==> src/rtl/perceptron_pkg.sv <==
// perceptron_pkg: shared constants and types for the
// perceptron summation pipeline.
package perceptron_pkg;

  localparam int WEIGHT_NUM = 33;
  localparam int HIST_LEN   = 32;
  localparam int WEIGHT_W   = 8;
  localparam int SUM_W      = 16;
  localparam int THETA      = 75;

  localparam int GROUP_N  = 4;
  localparam int GROUP_SZ = 8;
  localparam int PSUM_W   = 13;

  typedef logic signed [WEIGHT_W-1:0] weight_t;
  typedef weight_t weight_vec_t [WEIGHT_NUM];
  typedef logic [HIST_LEN-1:0] hist_t;
  typedef logic signed [PSUM_W-1:0] psum_t;
  typedef logic signed [SUM_W-1:0] sum_t;

endpackage

==> src/rtl/perceptron_partial_adder.sv <==
// perceptron_partial_adder: signed sum of 8 weights,
// each added or subtracted by its history bit.
module perceptron_partial_adder
  import perceptron_pkg::*;
(
  input  weight_t           w [GROUP_SZ],
  input  logic [GROUP_SZ-1:0] h,
  output psum_t             psum
);

  logic signed [WEIGHT_W:0] ext;
  psum_t acc;

  // 9-bit extension keeps -(-128) = +128 exact
  always_comb begin
    acc = '0;
    ext = '0;
    for (int i = 0; i < GROUP_SZ; i++) begin
      ext = (WEIGHT_W+1)'(w[i]);
      if (h[i])
        acc = acc + psum_t'(ext);
      else
        acc = acc - psum_t'(ext);
    end
  end

  assign psum = acc;

endmodule

==> src/rtl/perceptron_sum_pipe.sv <==
// perceptron_sum_pipe: 3-stage perceptron dot product
// plus speculative global history with repair.
module perceptron_sum_pipe
  import perceptron_pkg::*;
(
  input  logic                         clk,
  input  logic                         rst,
  input  logic                         req_valid,
  input  logic [WEIGHT_NUM*WEIGHT_W-1:0] weights,
  input  logic                         res_valid,
  input  logic                         res_outcome,
  input  logic                         res_pred,
  input  logic [HIST_LEN-1:0]          res_hist,
  output logic                         pred_valid,
  output logic                         prediction,
  output logic [SUM_W-1:0]             sum,
  output logic                         train_flag,
  output logic [HIST_LEN-1:0]          hist_tag,
  output logic [HIST_LEN-1:0]          ghist
);

  localparam sum_t THETA_S = sum_t'(THETA);

  logic        flush;
  weight_vec_t w_in;

  logic        s1_v;
  weight_vec_t s1_w;
  hist_t       s1_h;

  logic        s2_v;
  weight_t     s2_bias;
  psum_t       s2_ps [GROUP_N];
  psum_t       ps_c  [GROUP_N];
  hist_t       s2_h;

  sum_t        y_c;
  logic        pred_c;
  logic        train_c;

  assign flush = res_valid && (res_outcome != res_pred);

  // unpack the flat weight bus
  always_comb begin
    for (int i = 0; i < WEIGHT_NUM; i++)
      w_in[i] = weights[WEIGHT_W*i +: WEIGHT_W];
  end

  for (genvar g = 0; g < GROUP_N; g++) begin : g_grp
    weight_t gw [GROUP_SZ];

    // weights k+1 pair with history bit k
    always_comb begin
      for (int j = 0; j < GROUP_SZ; j++)
        gw[j] = s1_w[GROUP_SZ*g + j + 1];
    end

    perceptron_partial_adder u_add (
      .w    (gw),
      .h    (s1_h[GROUP_SZ*g +: GROUP_SZ]),
      .psum (ps_c[g])
    );
  end

  // final reduction: bias plus four partial sums
  always_comb begin
    y_c = sum_t'(s2_bias);
    for (int g = 0; g < GROUP_N; g++)
      y_c = y_c + sum_t'(s2_ps[g]);
    pred_c  = !y_c[SUM_W-1];
    train_c = (y_c <= THETA_S) && (y_c >= -THETA_S);
  end

  // stage valids; a mispredict kills everything in flight
  always_ff @(posedge clk) begin
    if (rst || flush) begin
      s1_v       <= 1'b0;
      s2_v       <= 1'b0;
      pred_valid <= 1'b0;
    end else begin
      s1_v       <= req_valid;
      s2_v       <= s1_v;
      pred_valid <= s2_v;
    end
  end

  // S1 capture: weights and a stale history snapshot
  always_ff @(posedge clk) begin
    if (req_valid) begin
      s1_w <= w_in;
      s1_h <= ghist;
    end
  end

  // S2 capture: bias and partial sums
  always_ff @(posedge clk) begin
    if (s1_v) begin
      s2_bias <= s1_w[0];
      s2_ps   <= ps_c;
      s2_h    <= s1_h;
    end
  end

  // S3 registered result
  always_ff @(posedge clk) begin
    if (rst) begin
      sum        <= '0;
      prediction <= 1'b0;
      train_flag <= 1'b0;
      hist_tag   <= '0;
    end else if (s2_v) begin
      sum        <= y_c;
      prediction <= pred_c;
      train_flag <= train_c;
      hist_tag   <= s2_h;
    end
  end

  // history: repair beats speculative shift
  always_ff @(posedge clk) begin
    if (rst)
      ghist <= '0;
    else if (flush)
      ghist <= {res_hist[HIST_LEN-2:0], res_outcome};
    else if (pred_valid)
      ghist <= {ghist[HIST_LEN-2:0], prediction};
  end

endmodule

==> config.mk <==
export PLATFORM = sky130hd
export DESIGN_NAME = perceptron_sum_pipe
export DESIGN_NICKNAME = d
export VERILOG_FILES = /design/src/rtl/perceptron_pkg.sv /design/src/rtl/perceptron_partial_adder.sv /design/src/rtl/perceptron_sum_pipe.sv
export SDC_FILE = /design/constraint.sdc
export NUM_CORES = 1
export LEC_CHECK = 0
export BUFFER_PORTS_ARGS = -buffer_cell sky130_fd_sc_hd__buf_2
export CORE_MARGIN = 3
export CORE_UTILIZATION = 55
export CTS_CLUSTER_DIAMETER = 120
export DETAILED_ROUTE_END_ITERATION = 8
export GPL_TIMING_DRIVEN = 0
export PLACE_DENSITY_LB_ADDON = 0.2
export SYNTH_ARGS = -nofsm -noshare
export SYNTH_HDL_FRONTEND = slang
export SYNTH_SLANG_ARGS = --single-unit
==> constraint.sdc <==
create_clock -name clk -period 8.6 [get_ports clk]
set_clock_uncertainty 0.1 [all_clocks]
set_input_delay 0.43 -clock clk [delete_from_list [all_inputs] [get_ports clk]]
set_output_delay 0.43 -clock clk [all_outputs]
set_load 0.01 [all_outputs]
[Word-level counts from Yosys, hierarchy flattened]
Index checks and enable logic that the tools add are counted.
W data, S select, Z words.
Storage, ports and cells
  output and inout port bits: 83
  register bits: 473
  word-level logic and storage cells: 154
  input port bits: 302
Operators by class
  $add $sub $neg: 64
  mux-type cells: 34
  reductions and logical operators: 5
  order comparisons: 2
  eq/ne operators: 1
Operator list (count)
  $mux W13: 32
  $add A13 B8 Y13: 28
  $sub A13 B8 Y13: 28
  $mux W32: 2
  $sub A1 B8 Y9 const A: 4
  $add A15 B13 Y16: 1
  $add A16 B13 Y16: 1
  $ge A16 B8 Y1 const B: 1
  $le A16 B8 Y1 const B: 1
  $add A14 B13 Y15: 1
  $add A8 B13 Y14: 1
  $logic_and A1 B1 Y1: 2
  $reduce_bool A2 Y1: 1
  $logic_not A1 Y1: 1
  $logic_or A1 B1 Y1: 1
  $ne A1 B1 Y1: 1

[Logic depth before layout (Yosys ltp)]
Gate-level depths: netlist of the first run.
  depth after elaboration: 16
  gate-level depth with buffers: 43
  mapped depth without buffers: 43

[Modules after synthesis]
Synthesis of the first run repeated with hierarchy kept, for this count alone.
Unflattened totals
  cells, all modules: 3514
  area total of the unflattened synthesis: 36407.4 sq um
Modules (own cells, without submodules)
  perceptron_sum_pipe: times used 1, sequential area each 13352.8 sq um, area an instance 17007.6 sq um, cells an instance 982
  perceptron_partial_adder at g_grp[2].u_add ...: times used 2, sequential area each 0.0 sq um, area an instance 4859.7 sq um, cells an instance 630
  perceptron_partial_adder at g_grp[0].u_add: times used 1, sequential area each 0.0 sq um, area an instance 4848.4 sq um, cells an instance 639
  perceptron_partial_adder at g_grp[1].u_add: times used 1, sequential area each 0.0 sq um, area an instance 4832.1 sq um, cells an instance 633

[Worst setup path after synthesis of the first run]
Ideal clock, no wire load.
  kind: flip-flop to flip-flop
  start point: reg s1_h[1]
  end point: reg s2_ps[51] (netlist name) (data pin)
  arrival: 7495 ps
  library setup time: 258 ps
  stages on the path, launching flop included: 37
  data required time: 8242 ps
  path slack: 747 ps
  path buffers: 1
  period minus slack after synthesis: 7853 ps
  cells stage by stage: edfxtp_1 -> clkbuf_1 -> mux2_2 -> fa_1 -> a21o_1 -> a21oi_1 -> nor2b_1 -> o21a_1 -> nor2_1 -> xnor2_1 -> ha_1 -> xnor2_1 -> ha_1 -> or4_1 -> a31oi_1 -> xnor2_1 -> ha_1 -> o21a_1 -> o31a_1 -> nor2_1 -> xnor2_1 -> ha_1 -> nand3_1 -> nand2_1 -> a41o_1 -> nor2_1 -> xnor2_1 -> ha_1 -> o41ai_1 -> xnor2_1 -> ha_1 -> or3_1 -> a211oi_1 -> nor3_1 -> xor2_1 -> xnor3_1 -> xnor2_1
On the way
  longest elaborated chain between the ends: 13
  elaborated cells on any way between the ends: 19
  those cells by class: add/sub (12); mux (7)
Ends and longest elaborated chain
  start: declaration: line perceptron_sum_pipe.sv:29  | hist_t s1_h;
  start signal: assignment: line perceptron_sum_pipe.sv:91  | s1_h <= ghist;
  $mux W13 *: line perceptron_partial_adder.sv:20  | if (h[i])
  $sub A13 B8 Y13 / $add A13 B8 Y13 (equally long branches): line perceptron_partial_adder.sv:23, perceptron_partial_adder.sv:21
  $mux W13 *: line perceptron_partial_adder.sv:20
  $sub A13 B8 Y13 / $add A13 B8 Y13 (equally long branches): line perceptron_partial_adder.sv:23, perceptron_partial_adder.sv:21
  $mux W13 *: line perceptron_partial_adder.sv:20
  $sub A13 B8 Y13 / $add A13 B8 Y13 (equally long branches): line perceptron_partial_adder.sv:23, perceptron_partial_adder.sv:21
  $mux W13 *: line perceptron_partial_adder.sv:20
  $sub A13 B8 Y13 / $add A13 B8 Y13 (equally long branches): line perceptron_partial_adder.sv:23, perceptron_partial_adder.sv:21
  $mux W13 *: line perceptron_partial_adder.sv:20
  $sub A13 B8 Y13 / $add A13 B8 Y13 (equally long branches): line perceptron_partial_adder.sv:23, perceptron_partial_adder.sv:21
  $mux W13 *: line perceptron_partial_adder.sv:20
  $sub A13 B8 Y13 / $add A13 B8 Y13 (equally long branches): line perceptron_partial_adder.sv:23, perceptron_partial_adder.sv:21
  $mux W13 *: line perceptron_partial_adder.sv:20
  net g_grp[0].u_add.psum[12]: line perceptron_partial_adder.sv:8  | output psum_t psum
  end signal: assignment: line perceptron_sum_pipe.sv:99  | s2_ps <= ps_c;
  end: declaration: line perceptron_sum_pipe.sv:33  | psum_t s2_ps [GROUP_N];
Mark *: on every way through the listed nets, which the timed path passes. The rest lies on a longest branch.
A chain may end at the register's enable or synchronous reset.

[Final worst setup path of the first run]
  start point: reg s1_w (netlist bit g_grp[3].gw[49])
  end point: reg s2_ps[12] (netlist name) (data pin)
On the way
  longest elaborated chain between the ends: 14
  elaborated cells on any way between the ends: 21
  those cells by class: add/sub (14); mux (7)
Ends and longest elaborated chain
  start: declaration: line perceptron_sum_pipe.sv:28  | weight_vec_t s1_w;
  start signal: assignment: line perceptron_sum_pipe.sv:90  | s1_w <= w_in;
  $sub A13 B8 Y13 / $add A13 B8 Y13 (equally long branches): line perceptron_partial_adder.sv:23, perceptron_partial_adder.sv:21
  $mux W13 *: line perceptron_partial_adder.sv:20
  $sub A13 B8 Y13 / $add A13 B8 Y13 (equally long branches): line perceptron_partial_adder.sv:23, perceptron_partial_adder.sv:21
  $mux W13 *: line perceptron_partial_adder.sv:20
  $sub A13 B8 Y13 / $add A13 B8 Y13 (equally long branches): line perceptron_partial_adder.sv:23, perceptron_partial_adder.sv:21
  $mux W13 *: line perceptron_partial_adder.sv:20
  $sub A13 B8 Y13 / $add A13 B8 Y13 (equally long branches): line perceptron_partial_adder.sv:23, perceptron_partial_adder.sv:21
  $mux W13 *: line perceptron_partial_adder.sv:20
  $sub A13 B8 Y13 / $add A13 B8 Y13 (equally long branches): line perceptron_partial_adder.sv:23, perceptron_partial_adder.sv:21
  $mux W13 *: line perceptron_partial_adder.sv:20
  $sub A13 B8 Y13 / $add A13 B8 Y13 (equally long branches): line perceptron_partial_adder.sv:23, perceptron_partial_adder.sv:21
  $mux W13 *: line perceptron_partial_adder.sv:20
  $sub A13 B8 Y13 / $add A13 B8 Y13 (equally long branches): line perceptron_partial_adder.sv:23, perceptron_partial_adder.sv:21
  $mux W13 *: line perceptron_partial_adder.sv:20
  net g_grp[3].u_add.psum[12]: line perceptron_partial_adder.sv:8
Marked as above.

==> out/qor.yml, run 1 <==
drt:
  route.detailed.drc: 0
  drt-initial-drc-count: 1547
  routedWlPerCell_um: 18.08
  drt_first_pass_iters: 5
  routed_via_density: 5.507
  drtAntennaViolNets: 0
  routed_wl_um: 92100
  vias: 28052
cts:
  cts-root-buf: "clkbuf_16"
  cts_tree: "built"
  clk_latency_ns: 0.60
  htreeDepth: 2
  cts_made_buffers: 52
  clock-sinks: 473
  clkTransAtPathRegs_ns: 0.07
  cts_max_path_buffers: 3
critical_path:
  cp_common_cell: "xnor2_1"
  r2r_end: "s2_ps[12]$_DFFE_PP_"
  worstSetupEndpointType: "flop"
  crit_required_ns: 8.83
  crit_slowest_cell: "edfxtp_1"
  crit_fanout: 5
  start_kind: "flop"
  arrival_ns: 8.44
  r2r_slack_ns: 0.39
  r2r_cells: 39
  cpPeakStageDelay_ns: 0.44
  crit_type: "reg -> reg"
  reg2reg_from: "g_grp[3].gw[49]$_DFFE_PP_"
yosys:
  ys_seq_area_frac: 0.3732
  async_flop_share: 0
  synthDominantCellAreaShare: 0.3256
  synth.avg_cell_area_um2: 10.35
  ys_top_cells_by_area: "edfxtp_1, ha_1, xnor2_1, xor2_1, nor2_1"
  postSynthCellCount: 3456
  netlist_area_mm2: 0.03578
  synth_top_area_cell: "edfxtp_1"
  synth_edf_count: 388
  ys_ff_latch: 473
  yosysWarnings: 0
  synth_nets: 4211
  synthDistinctLibCells: 69
  ys.flop_type: "edfxtp_1"
cells_and_area:
  nets: 4952
  fillCellCount: 4758
  drive_above_1_share: 0.1549
  syn_to_final_growth_pct: 22.62
worst_hold_path:
  hold_class: "in -> reg"
  min_path_cells: 3
  whs_endpoint: "ghist[29]$_SDFFE_PP0P_"
  hp-start: "res_hist[28]"
sta:
  slew_headroom: 0.2943
  worstMarginPinSlew_ns: 1.059
  tns_ns: 0
  hold_viol: 0
  setup_viol: 0
  slew_viol_final: 0
  post-route-period-util: 0.9551
  max_freq_ghz: 0.1218
  post-route-min-period_ns: 8.213
status:
  status: "finished clean"
grt:
  grt_usage: 0.2616
  grt_overflow_total: 0
  antenna_found_initial: 6
  grt_pass1_wl_um: 141700
  grt_max_degree: 123
  grt_pass1_vias: 27505
floorplanning:
  die_h_um: 261.1
  core.rowCount: 92
  ios: 385
  initial_utilization: 0.5611
  dieWidth_um: 261.1
  coreArea_mm2: 0.06377
  fp.dieArea_mm2: 0.06816
placed_design:
  portBuffers: 382
  gp_congestion: 0.8829
  hpwl_um: 67680
run:
  maxCapViolations: 0
==> metal layers <==
layer / GRT usage / routed length [um] / up-vias
met3: 0.04439 / 5362 / 184
met2: 0.4419 / 43070 / 736
met1: 0.3390 / 40200 / 13109
met4: 0.09593 / 3462 / 2
li1: - / - / 14021
met5: 0 / 11 / -
==> worst max-delay path: cells and delay by family, from the launching register on <==
family,cells,cell delay [ns]
fa+ha+maj,8,2.45
xor+xnor,9,1.64
compound gates,10,1.55
simple gates,10,1.33
flops,1,0.44
mux,1,0.31
buf+inv,1,0.10
==> cell type report <==
cell class	instances	area [um2]	area share
Multi-Input combinational cell	2752	21810	0.4971
Sequential cell	473	13360	0.3044
Timing Repair Buffer	694	5045	0.1150
Clock buffer	74	1508	0.03436
Tap cell	846	1059	0.02412
Inverter	164	615.6	0.01403
Clock inverter	24	239.0	0.005446
Buffer	60	225.2	0.005133
Antenna cell	7	17.52	0.0003992
==> cell families (layout without fill, tap and decap cells) <==
family          count (synthesis)  after routing  share of synthesized area
compound gates                688            688                     0.1305
xor+xnor                      533            533                     0.1342
other cells                     0              7                          0
flops                         473            473                     0.3732
simple gates                  919            919                     0.1176
buf+inv                       231           1016                    0.02423
fa+ha+maj                     453            453                     0.1729
mux                           159            159                    0.04741
==> flip-flops by register name (all words and copies together) (netlist names), 8 cells and up <==
| name | flops |
|---|---|
| s2_bias | 8 |
| hist_tag | 32 |
| s2_ps | 52 |
| g_grp.gw | 256 |
| s1_w | 8 |
| ghist | 32 |
| s2_h | 32 |
| sum | 16 |
| s1_h | 32 |
==> cell usage in the layout (no fill, tap or decap), types with 21 or more instances in the layout <==
master / n
nor2_1: 474
edfxtp_1: 388
buf_2: 381
ha_1: 374
xnor2_1: 291
dlygate4sd3_1: 288
xor2_1: 228
a21oi_1: 218
inv_1: 160
nor3_1: 154
nand2_1: 88
mux2_2: 84
dfxtp_1: 84
a21o_1: 78
mux2i_1: 75
o21a_1: 71
fa_1: 66
clkbuf_1: 63
clkbuf_16: 55
a211oi_1: 54
o21bai_1: 46
nor2b_1: 46
a31oi_1: 39
o31a_1: 29
o41ai_1: 28
or3_1: 26
o21ai_0: 24
nand3_1: 23
nand2b_1: 23
buf_4: 21
==> repair_timing <==
action / 4_1_cts / 5_1_grt
pin swaps: 0 / 12
hold endpoints to repair: 288 / 0
hold buffers: 288 / 0
setup buffers: 1 / 20
resized for setup: 1 / 51
setup endpoints to repair: 1 / 4
==> worst max path at each step <==
| stage | start | endpoint | slack, ns | depth (start not counted) |
|---|---|---|---|---|
| floorplan | s1_h[1]$_DFFE_PP_ | s2_ps[51]$_DFFE_PP_ | 0.75 | 36 |
| CTS | s1_h[25]$_DFFE_PP_ | s2_ps[12]$_DFFE_PP_ | 0.02 | 36 |
| finish | g_grp[3].gw[49]$_DFFE_PP_ | s2_ps[12]$_DFFE_PP_ | 0.39 | 39 |
| global placement | s1_h[1]$_DFFE_PP_ | s2_ps[51]$_DFFE_PP_ | -0.02 | 36 |
| detailed placement | s1_h[1]$_DFFE_PP_ | s2_ps[51]$_DFFE_PP_ | -0.12 | 36 |
| global route | g_grp[1].gw[48]$_DFFE_PP_ | s2_ps[38]$_DFFE_PP_ | -0.09 | 34 |
==> cell usage after synthesis, types with 9 or more instances <==
master and n:
nor2_1 475, edfxtp_1 388, ha_1 384, xnor2_1 294, a21oi_1 234, xor2_1 228
inv_1 160, nor3_1 157, nand2_1 88, dfxtp_1 85, mux2_2 84, a21o_1 78
mux2i_1 75, o21a_1 71, fa_1 69, clkbuf_1 57, a211oi_1 55, nor2b_1 46
o21bai_1 46, a31oi_1 40, o41ai_1 37, o31a_1 29, or3_1 26, o21ai_0 24
nand2b_1 23, nand3_1 23, o21ai_1 16, nor3b_1 11, nor4_1 11, buf_1 10
and3_1 9
==> per-stage QoR <==
stage / worst slack (ns) / area, um2 / hold WS, ns / std cells / util
2_1_floorplan: 0.7471 / 35780 / 0.3003 / 3456 / -
3_3_place_gp: -0.02467 / 38750 / 0.3323 / 4684 / 0.6077
3_5_place_dp: -0.1214 / 38850 / 0.3074 / 4687 / 0.6092
4_1_cts: 0.01601 / 43490 / 0.006232 / 5072 / 0.6819
5_1_grt: -0.09248 / 43870 / 0.04971 / 5089 / 0.6879
6_report: 0.3865 / 43880 / 0.05796 / 5094 / 0.6881
Power of run 1 is left out: the tool's default activity adds up to more than one toggle a clock period on the data nets, which glitch-free logic cannot reach.
==> run 2: changes to the inputs <==
--- a/config.mk
+++ b/config.mk
@@ -9,6 +9,7 @@
 export CORE_MARGIN = 3
 export CORE_UTILIZATION = 55
 export CTS_CLUSTER_DIAMETER = 120
+export CTS_CLUSTER_SIZE = 40
 export DETAILED_ROUTE_END_ITERATION = 8
 export GPL_TIMING_DRIVEN = 0
 export PLACE_DENSITY_LB_ADDON = 0.2
==> constraint.sdc (replaced) <==
create_clock -name clk -period 7.02 [get_ports clk]
set_clock_uncertainty 0.1 [all_clocks]
set_input_delay 0.351 -clock clk [delete_from_list [all_inputs] [get_ports clk]]
set_output_delay 0.351 -clock clk [all_outputs]
set_load 0.01 [all_outputs]
==> out/qor.yml, run 2 (synthesis gave the netlist of run 1 again) <==
status:
  status: "finished with violations"
  failed_checks: "negative setup slack"
worst_hold_path:
  hp-start: "res_valid"
  hold_class: "in -> reg"
  whs_endpoint: "ghist[0]$_SDFFE_PP0P_"
  min_path_cells: 3
sta:
  setup_slack_ns: -1.097
  max_freq_ghz: 0.1232
  slew_viol_final: 0
  hold_viol: 0
  hold_slack_ns: 0.03284
  setup_viol: 11
  worstMarginPinSlew_ns: 1.109
  rsz0062_at_grt: "yes"
  post-route-min-period_ns: 8.117
  slew_headroom: 0.2609
  post-route-period-util: 1.156
critical_path:
  cp_top_family: "adder cells"
  r2r_slack_ns: -1.10
  start_kind: "flop"
  r2r_cells: 39
  worstSetupEndpointType: "flop"
  crit_slowest_cell: "or4_4"
  crit_buf_inv: 1
  crit_type: "reg -> reg"
  arrival_ns: 8.35
  cpPeakStageDelay_ns: 0.55
  cp_common_cell: "xnor2_1"
  crit_required_ns: 7.25
  reg2reg_from: "g_grp[0].gw[49]$_DFFE_PP_"
  r2r_end: "s2_ps[51]$_DFFE_PP_"
  cp_num_cells: 39
  crit_fanout: 4
drt:
  routedWlPerCell_um: 18.24
  routed_wl_um: 93800
  routed_via_density: 5.565
  drt-initial-drc-count: 1749
  vias: 28611
  drt_first_pass_iters: 6
  route.detailed.drc: 0
  drtAntennaViolNets: 0
cells_and_area:
  largest_reg_flops: 256
  syn_to_final_growth_pct: 26.09
  layout_common_cells: "nor2_1, edfxtp_1, buf_2"
  drive_above_1_share: 0.2205
  nets: 5036
  layout_commonest_cell: "nor2_1"
  fillCellCount: 4595
placed_design:
  portBuffers: 382
  gp_congestion: 0.8904
  hpwl_um: 67330
cts:
  cts_max_path_buffers: 3
  clkTransAtPathRegs_ns: 0.15
  cts_made_buffers: 17
  clk_latency_ns: 0.60
  htreeDepth: 1
  cts_tree: "built"
  clock-sinks: 473
  cts-root-buf: "clkbuf_16"
grt:
  grt_overflow_total: 0
  grt_pass1_vias: 27919
  antenna_found_initial: 2
  grt_pass1_wl_um: 143000
  grt_usage: 0.2620
  grt_max_degree: 127
floorplanning:
  dieWidth_um: 261.1
  core.rowCount: 92
  coreArea_mm2: 0.06377
  die_h_um: 261.1
  fp.dieArea_mm2: 0.06816
  initial_utilization: 0.5611
  ios: 385
run:
  maxCapViolations: 0
## run 2: cell count changes in the layout (fill, tap and decap cells not counted), sizes merged
cell | previous run | this run
diode | 7 | 4
buf | 416 | 527
clkinv | 13 | 4
bufinv | 4 | 2
clkbuf | 124 | 73
dlygate4sd3 | 288 | 294
inv | 171 | 166
## run 2: worst max-delay path by stage
stage                                    startpoint             endpoint
after global placement            s1_h[0]$_DFFE_PP_  s2_ps[51]$_DFFE_PP_
after floorplan           g_grp[0].gw[56]$_DFFE_PP_  s2_ps[51]$_DFFE_PP_
after global routing      g_grp[0].gw[57]$_DFFE_PP_  s2_ps[51]$_DFFE_PP_
after CTS                 g_grp[0].gw[56]$_DFFE_PP_  s2_ps[51]$_DFFE_PP_
final                     g_grp[0].gw[49]$_DFFE_PP_  s2_ps[51]$_DFFE_PP_
after detailed placement          s1_h[0]$_DFFE_PP_  s2_ps[51]$_DFFE_PP_
## run 2: metal layers
layer / vias up / GRT usage / routed length (um)
met5: - / 0 / 0
met4: 0 / 0.07114 / 2865
met3: 151 / 0.03684 / 5234
met2: 761 / 0.4533 / 45220
met1: 13561 / 0.3455 / 40480
li1: 14138 / - / -
## run 2: tightest hold or removal path, cell delays in order
cell and delay (ns):
buf_2 0.11, nand3b_1 0.14, a221oi_1 0.09
## run 2: layout make-up
cell class	count	area [um2]	area share
sequential	473	13360	0.2960
timing repair buffer	810	5972	0.1324
clock buffer	21	440.4	0.009761
clock inverter	8	147.6	0.003272
multi-input combinational	2752	23270	0.5157
inverter	164	615.6	0.01364
tap	846	1059	0.02346
buffer	63	250.2	0.005546
antenna	4	10.01	0.0002218
## run 2: what timing repair did
item	CTS	global route
pin swaps	105	210
hold buffers	294	0
endpoints found under the hold margin	294	0
endpoints found under the setup margin	12	16
buffers inserted	73	59
resized for setup	66	202
## run 2: stage by stage
step	setup TNS, ns	instance area (um2)	util	cells	setup slack [ns]
after floorplan	-0.7183	36070	-	3456	-0.4138
after global placement	-5.237	39040	0.6122	4684	-1.155
after detailed placement	-5.834	39130	0.6136	4687	-1.216
after CTS	-3.905	43570	0.6832	5080	-0.9663
after global routing	-10.05	45110	0.7074	5138	-1.436
final	-5.398	45120	0.7075	5141	-1.097
Power of run 2 is left out for the same reason.
